[src/rtl/seq_pp_reducer.sv]
// seq_pp_reducer: sequential unsigned multiplier that folds two partial-product rows per cycle
// into a carry-save accumulator through one row of exact 4:2 compressors, then adds S+C.
module comp_exact (
   input  logic x1_i,
   input  logic x2_i,
   input  logic x3_i,
   input  logic x4_i,
   input  logic cin_i,
   output logic sum_o,
   output logic carry_o,
   output logic cout_o
);
   logic s1;
   // cout depends only on x1..x3, so the cin chain never ripples more than one cell
   assign s1      = x1_i ^ x2_i ^ x3_i;
   assign cout_o  = (x1_i & x2_i) | (x1_i & x3_i) | (x2_i & x3_i);
   assign sum_o   = s1 ^ x4_i ^ cin_i;
   assign carry_o = (s1 & x4_i) | (s1 & cin_i) | (x4_i & cin_i);
endmodule

module seq_pp_reducer #(
   parameter int WIDTH = 8
) (
   input  logic               clk_i,
   input  logic               rst_n_i,
   input  logic               in_valid_i,
   output logic               in_ready_o,
   input  logic [WIDTH-1:0]   a_i,
   input  logic [WIDTH-1:0]   b_i,
   output logic               out_valid_o,
   input  logic               out_ready_i,
   output logic [2*WIDTH-1:0] p_o,
   output logic               busy_o
);
   localparam int W2 = 2 * WIDTH;
   localparam int CW = $clog2(WIDTH / 2);

   if ((WIDTH % 2) != 0 || WIDTH < 4) begin : g_bad_width
      $error("seq_pp_reducer: WIDTH must be even and >= 4");
   end

   typedef enum logic [1:0] {IDLE, COMPRESS, FINAL, DONE} state_t;

   state_t            state_q, state_d;
   logic [WIDTH-1:0]  a_q, a_d, b_q, b_d;
   logic [W2-1:0]     s_q, s_d, c_q, c_d, p_q, p_d;
   logic [CW-1:0]     cnt_q, cnt_d;
   logic [CW:0]       r0, r1;
   logic [W2-1:0]     a_ext, pp0, pp1, sum, cy, cout, cin;
   logic              last;

   assign r0    = {cnt_q, 1'b0};
   assign r1    = {cnt_q, 1'b1};
   assign a_ext = W2'(a_q);
   assign pp0   = b_q[r0] ? a_ext << r0 : '0;
   assign pp1   = b_q[r1] ? a_ext << r1 : '0;
   // top-cell carry and cout fall off the end: the product is exact modulo 2^(2W)
   assign cin   = W2'({cout, 1'b0});
   assign last  = cnt_q == CW'(WIDTH / 2 - 1);

   for (genvar k = 0; k < W2; k++) begin : g_cell
      comp_exact u_cell (
         .x1_i   (s_q[k]),
         .x2_i   (c_q[k]),
         .x3_i   (pp0[k]),
         .x4_i   (pp1[k]),
         .cin_i  (cin[k]),
         .sum_o  (sum[k]),
         .carry_o(cy[k]),
         .cout_o (cout[k])
      );
   end

   always_comb begin
      state_d = state_q;
      a_d     = a_q;
      b_d     = b_q;
      s_d     = s_q;
      c_d     = c_q;
      cnt_d   = cnt_q;
      p_d     = p_q;
      case (state_q)
         IDLE: if (in_valid_i) begin
            a_d     = a_i;
            b_d     = b_i;
            s_d     = '0;
            c_d     = '0;
            cnt_d   = '0;
            state_d = COMPRESS;
         end
         COMPRESS: begin
            s_d     = sum;
            c_d     = W2'({cy, 1'b0});
            cnt_d   = last ? cnt_q : cnt_q + 1'b1;
            state_d = last ? FINAL : COMPRESS;
         end
         FINAL: begin
            p_d     = s_q + c_q;
            state_d = DONE;
         end
         default: state_d = out_ready_i ? IDLE : DONE;
      endcase
   end

   always_ff @(posedge clk_i or negedge rst_n_i) begin
      if (!rst_n_i) begin
         state_q <= IDLE;
         a_q     <= '0;
         b_q     <= '0;
         s_q     <= '0;
         c_q     <= '0;
         cnt_q   <= '0;
         p_q     <= '0;
      end else begin
         state_q <= state_d;
         a_q     <= a_d;
         b_q     <= b_d;
         s_q     <= s_d;
         c_q     <= c_d;
         cnt_q   <= cnt_d;
         p_q     <= p_d;
      end
   end

   assign in_ready_o  = rst_n_i && state_q == IDLE;
   assign out_valid_o = state_q == DONE;
   assign busy_o      = state_q != IDLE;
   assign p_o         = p_q;
endmodule

[config.mk]
export PLATFORM = sky130hd
export DESIGN_NAME = seq_pp_reducer
export DESIGN_NICKNAME = d
export VERILOG_FILES = /design/src/rtl/seq_pp_reducer.sv
export SDC_FILE = /design/constraint.sdc
export NUM_CORES = 1
export LEC_CHECK = 0
export ABC_AREA = 1
export CAP_MARGIN = 20
export CORE_UTILIZATION = 46
export CTS_CLUSTER_DIAMETER = 150
export DETAILED_ROUTE_END_ITERATION = 6
export PLACE_DENSITY_LB_ADDON = 0.3
export SLEW_MARGIN = 20
export SYNTH_ARGS = -nofsm -noshare
export SYNTH_HDL_FRONTEND = slang
export SYNTH_SLANG_ARGS = --single-unit
[constraint.sdc]
create_clock -name clk_i -period 4.25 [get_ports clk_i]
set_clock_uncertainty 0.05 [all_clocks]
set_input_delay 1.275 -clock clk_i [delete_from_list [all_inputs] [get_ports clk_i]]
set_output_delay 1.275 -clock clk_i [all_outputs]
set_load 0.03 [all_outputs]
Yosys cells after proc, flatten, opt, wreduce, memory -nomap -nowiden
Cells that the tools add are included.

Mux-type cells: 16. Equal/unequal tests: 6. Order comparisons: 2. Bitwise logic cells: 209. Shift operators: 2. $add $sub $neg: 2. Reduce and logical (&&, ||, !) cells: 7.

Operators with widths (count): 1-bit bitwise AND (88); 16-bit case mux with 2 select lines (2); 1-bit bitwise XOR (63); 1-bit OR (58); 16-bit 2-to-1 mux (3); 8-bit by 3-bit left shift with 16-bit output (2); 16-bit adder (1); 2-bit 2-to-1 mux (5); 3-bit by 4-bit less-than comparator with 1-bit output, second input constant (2); 2-bit equality test, second input constant (3); 2-bit case mux with 3 select lines (1); 1-bit binary-select mux with 2-bit select (2); 2-bit != test, second input constant (2); 2-bit case mux with 2 select lines (1); 2-bit AND reduction (2); 2-bit nonzero test (2); 3-bit AND reduction (1); 2-bit by 1-bit adder with 2-bit output, second input constant (1); 2-bit by 1-bit equality test with 1-bit output, second input constant (1); 2-bit logical NOT (1); 1-bit 2-to-1 mux (2); 1-bit logical AND (1).

Input bits: 20. Output and inout bits: 19. Bits in registers: 68.

Depth between registers and ports, before layout
Depth in word-level cells: 10. Mapped depth: 12. Depth with buffers taken out: 11.

By module
From an unflattened synthesis, not the netlist that was laid out.

Cell total of the unflattened synthesis: 674. Area total of the unflattened synthesis: 5012.3 µm².

By module, submodules not included: seq_pp_reducer (cells each 514, seq. area each 1676.6 µm², times used 1, area each 3891.2 µm²); comp_exact (cells each 10, seq. area each 0.0 µm², times used 16, area each 70.1 µm²).

Worst setup path after synthesis
OpenSTA, ideal clock, no wires.

Path type: input-to-output. Start: input port rst_n_i. End: output port in_ready_o. Path slack: 1213 ps. Arrival time: 1712 ps. Stages on the path: 2. Required time: 2925 ps. Buffers on the path: 0. Cell sequence: inv_1 > nor2_1.

Word-level cells in the longest chain between the ends: 1.

Ends and longest elaborated chain: start: declaration (RTL line 25) `input logic rst_n_i,`; 1-bit logical AND (RTL line 125) `assign in_ready_o = rst_n_i && state_q == IDLE;`; end: declaration (RTL line 27) `output logic in_ready_o,`.

Every way passes these cells.

Final worst setup path
Ends and elaborated chain as after synthesis.

==> results.md <==
- Counting flops with an async set or reset pin after synthesis yields a share of 100%.
- The largest net degree at the start of global routing is 67.
- The placer congestion estimate is 0.791.
- The I/O pin count is 39.
- The number of enable flip-flop cells after synthesis is 0.
- In this run the horizontal extent of the chip is 101 um.
- The number of nets in the layout is around 650.
- The placed cell count is 701.
- The DRC violations left is 0.
- Traced cell by cell, the critical path runs through buf_2 > inv_1 > nor2_1 > clkdlybuf4s50_1.
- Dividing total power by cell area gives a power density of 830 mW/mm^2.
- The net count after synthesis is between 600 and 700.
- The area of the mapped netlist is approximately 0.0045 sq mm.
- The number of H-tree levels is 3.
- The count of max-cap constraint violations is 0.
- The clock tree from TritonCTS is done.
- The worst min-delay path startpoint is p_o[2].
- The slew at the pin closest to its max-slew limit is 0.842 ns.
- The logic depth of the worst register-to-register path is 8.
- The critical path in this run is classified as in -> out.
- The post-detailed-placement half-perimeter wirelength is around 6700 um.
- For this configuration, the core starts out at a cell density of 48.1%.
- The count of hold buffers inserted by post-cts repair is 0.
- The combined global-route utilization of all metal layers is 20.0%.
- The required time reported for the critical path endpoint is a little under 3 ns.
- After technology mapping, the gate count stands at 550.
- The first-pass GRT wire length is 15600 um.
- The count of routing violations after the opening detailed-route iteration is 155.
- The leakage power of the design is 2.55 nW.
- The design area is 0.00508 sq mm.
- The count of input and output buffers is 38.
- The number of antenna violations at the first check in global routing is 0.
- Of the cells placed in the final design, the portion with a size suffix greater than 1 is around a tenth.
- The accumulated negative setup slack is 0 ns.
- The min-delay analysis places its worst path in the category reg -> reg.
- The number of gates resized after CTS was 0.
- In the synthesized netlist the dominant register cell turns out to be sky130_fd_sc_hd__dfrtp_1.
- The placed instances occupy a cell area of roughly 0.0049 sq mm.
- The clock tree root driver cell is sky130_fd_sc_hd__clkbuf_8.
- The number of diodes is 0.
- Headroom to the max-slew limit came out at 43.9%.
- The type of origin of the critical path is an input port.
- The average cell area after synthesis is about 8.2 sq um.
- The count of final max-slew check failures is 0.
- The synthesis-to-finish area growth is 13.3%.
- For this run, the top clock speed supported by timing is about 0.28 GHz.
- The first-pass iteration count of the detailed router is 6.
- The finished layout holds 718 standard cells, fillers aside.
- Clock tree synthesis inserted a total of 9 buffers.
- The flow ran to the end, and the final reports show no timing, DRC or antenna violations.
- On the final layout, the worst hold slack is 0.428 ns.
- Setup slack on the critical path of the routed design comes to between 0.6 and 0.7 ns.
- Setup repair after global routing left no endpoint under its margin.
- Counting along the longest clock path gives a buffer depth of 2.
- Counting instances, the worst hold path has a depth of 2.
- The arrival time at the worst endpoint is 2.24 ns.
- Setup violations remaining at the end of the flow were counted as 0.
- Dividing the final minimum period by the clock period gives 84.0%.
- The total power is about 4.2 mW.
- The total number of placement rows is 35.
- On the critical path, the stage with the largest delay is an instance of sky130_fd_sc_hd__clkdlybuf4s50_1.
- In this run the vertical extent of the chip is 101 um.
- The post-detailed-route wirelength per cell is 12.5 um.
- The beginning of the worst register-to-register path is cnt_q[1].
- The final layout contains routed wiring with a total length of 8950 um.
- The post-synthesis sequential element count is between 60 and 70.
- Clock-pin slew was measured on the worst setup and hold paths at approximately 0.08 ns.
- The post-detailed-route count of antenna-violating nets is 0.
- The worst vdd rail ir drop is 0.322 mV.
- The minimum clock period after layout is 3.57 ns.
- The critical path starts at rst_n_i.
- The via count of the first global-routing pass is 3349.
- The post-detailed-route via-to-cell ratio is 4.73.
- The clock drives 66 sinks.
- In this run, distinct cell masters in the synthesized netlist total 31.
- Before CTS, the worst setup slack after placement is 0.655 ns.
- The number of buffers added for setup after CTS is 0.
- The fraction of the yosys area taken by sequential cells is 36.8%.
- The core region is 0.00933 sq mm.
- The via count is 3399.
- During synthesis, Yosys emitted a total of 0 warnings.
- The number of hold-slack violations in the final timing report is 0.
- The end-of-flow core utilization is between 50% and 60%.
- The die area is 0.0102 sq mm.
- At the later pin of the worst-skew pair, clock insertion delay measures 0.35 ns.
- The largest fanout of any net on the critical path is 2.
- STA classifies the critical path endpoint as a primary output.
- The biggest cell delay along the critical path is 0.67 ns.
- The total congestion overflow is 0.
==> flip-flops by register name (all words and copies together), names as in the netlist <==
name / flops
c_q: 14
s_q: 16
state_q: 2
a_q: 8
b_q: 8
cnt_q: 2
p_o: 16
==> power breakdown <==
group          total (mW)  leakage [nW]  internal, mW  switching, mW
clock               0.489        0.0847         0.227          0.262
combinational        2.55          1.62          1.00           1.55
sequential           1.18         0.839         0.915          0.266
total                4.22          2.55          2.14           2.08
==> layer usage <==
layer / share of wire (%) / vias to the layer above / GRT usage [%]
met2: 47 / 47 / 32.1
met4: 1.6 / 0 / 7.69
li1: - / 1762 / -
met5: 0 / - / 0
met3: 2.6 / 9 / 3.88
met1: 49 / 1581 / 27.0
==> synthesized netlist by cell type, types with 2 or more instances <==
| cell type | n | area share (%) |
|---|---|---|
| sky130_fd_sc_hd__o21ai_2 | 23 | 4.5 |
| sky130_fd_sc_hd__a21oi_1 | 9 | 1.0 |
| sky130_fd_sc_hd__nand2_1 | 188 | 16 |
| sky130_fd_sc_hd__xor2_1 | 3 | 0.59 |
| sky130_fd_sc_hd__xnor2_1 | 4 | 0.78 |
| sky130_fd_sc_hd__buf_4 | 5 | 0.84 |
| sky130_fd_sc_hd__nand4_1 | 7 | 0.98 |
| sky130_fd_sc_hd__inv_1 | 85 | 7.1 |
| sky130_fd_sc_hd__o21ai_1 | 8 | 0.89 |
| sky130_fd_sc_hd__buf_2 | 6 | 0.67 |
| sky130_fd_sc_hd__nand3b_1 | 2 | 0.33 |
| sky130_fd_sc_hd__nor2_8 | 3 | 1.3 |
| sky130_fd_sc_hd__o22ai_1 | 4 | 0.56 |
| sky130_fd_sc_hd__dfrtp_1 | 66 | 37 |
| sky130_fd_sc_hd__o21ai_0 | 20 | 2.2 |
| sky130_fd_sc_hd__ha_1 | 16 | 4.5 |
| sky130_fd_sc_hd__a22o_1 | 3 | 0.59 |
| sky130_fd_sc_hd__nor2_2 | 2 | 0.28 |
| sky130_fd_sc_hd__buf_6 | 6 | 1.5 |
| sky130_fd_sc_hd__fa_1 | 27 | 12 |
| sky130_fd_sc_hd__nor2_1 | 26 | 2.2 |
| sky130_fd_sc_hd__nand3_1 | 17 | 1.9 |
| sky130_fd_sc_hd__inv_2 | 7 | 0.59 |
| sky130_fd_sc_hd__nor3_1 | 6 | 0.67 |
==> cell type report <==
class,instances,area [sq um]
Clock buffer,10,138
Clock inverter,6,41.3
Inverter,93,352
Multi-Input combinational cell,374,2350
Timing Repair Buffer,40,390
Tap cell,129,161
Fill cell,896,4250
Sequential cell,66,1650
==> worst max-delay path, delay by kind of cell <==
family                 cells  cell delay (ns)
buffers and inverters      3             0.87
AND/OR/NAND/NOR            1             0.09
==> kinds of logic after synthesis <==
| logic type | synth area share [%] |
|---|---|
| compound gates | 10.4 |
| xor+xnor | 1.37 |
| simple gates | 24.0 |
| buf+inv | 10.8 |
| flops | 36.8 |
| fa+ha+maj | 16.5 |
==> cell usage in the layout (no fill, tap or decap), drive strengths merged <==
cell	netlist	layout
a21oi	10	10
a22o	3	3
a31oi	1	1
buf	17	3
clkbuf	0	10
clkdlybuf4s50	0	37
clkinv	0	2
clkinvlp	0	3
dfrtp	66	66
fa	27	27
ha	16	16
inv	93	94
nand2	189	189
nand3	17	17
nand3b	2	2
nand4	7	7
nor2	32	32
nor3	6	6
o21ai	51	51
o221ai	1	1
o22ai	4	4
or2	1	1
xnor2	4	4
xor2	3	3
==> final timing paths <==
path	end	slack, ns
hold / removal	p_o[2]	0.43
setup reg to reg	s_q[2]	1.26
setup / recovery	in_ready_o	0.68
min in group asynchronous	p_o[4]	1.16
hold reg to reg	p_o[2]	0.43
max in group asynchronous	s_q[2]	2.43
Power figures use the tool's default switching activity.
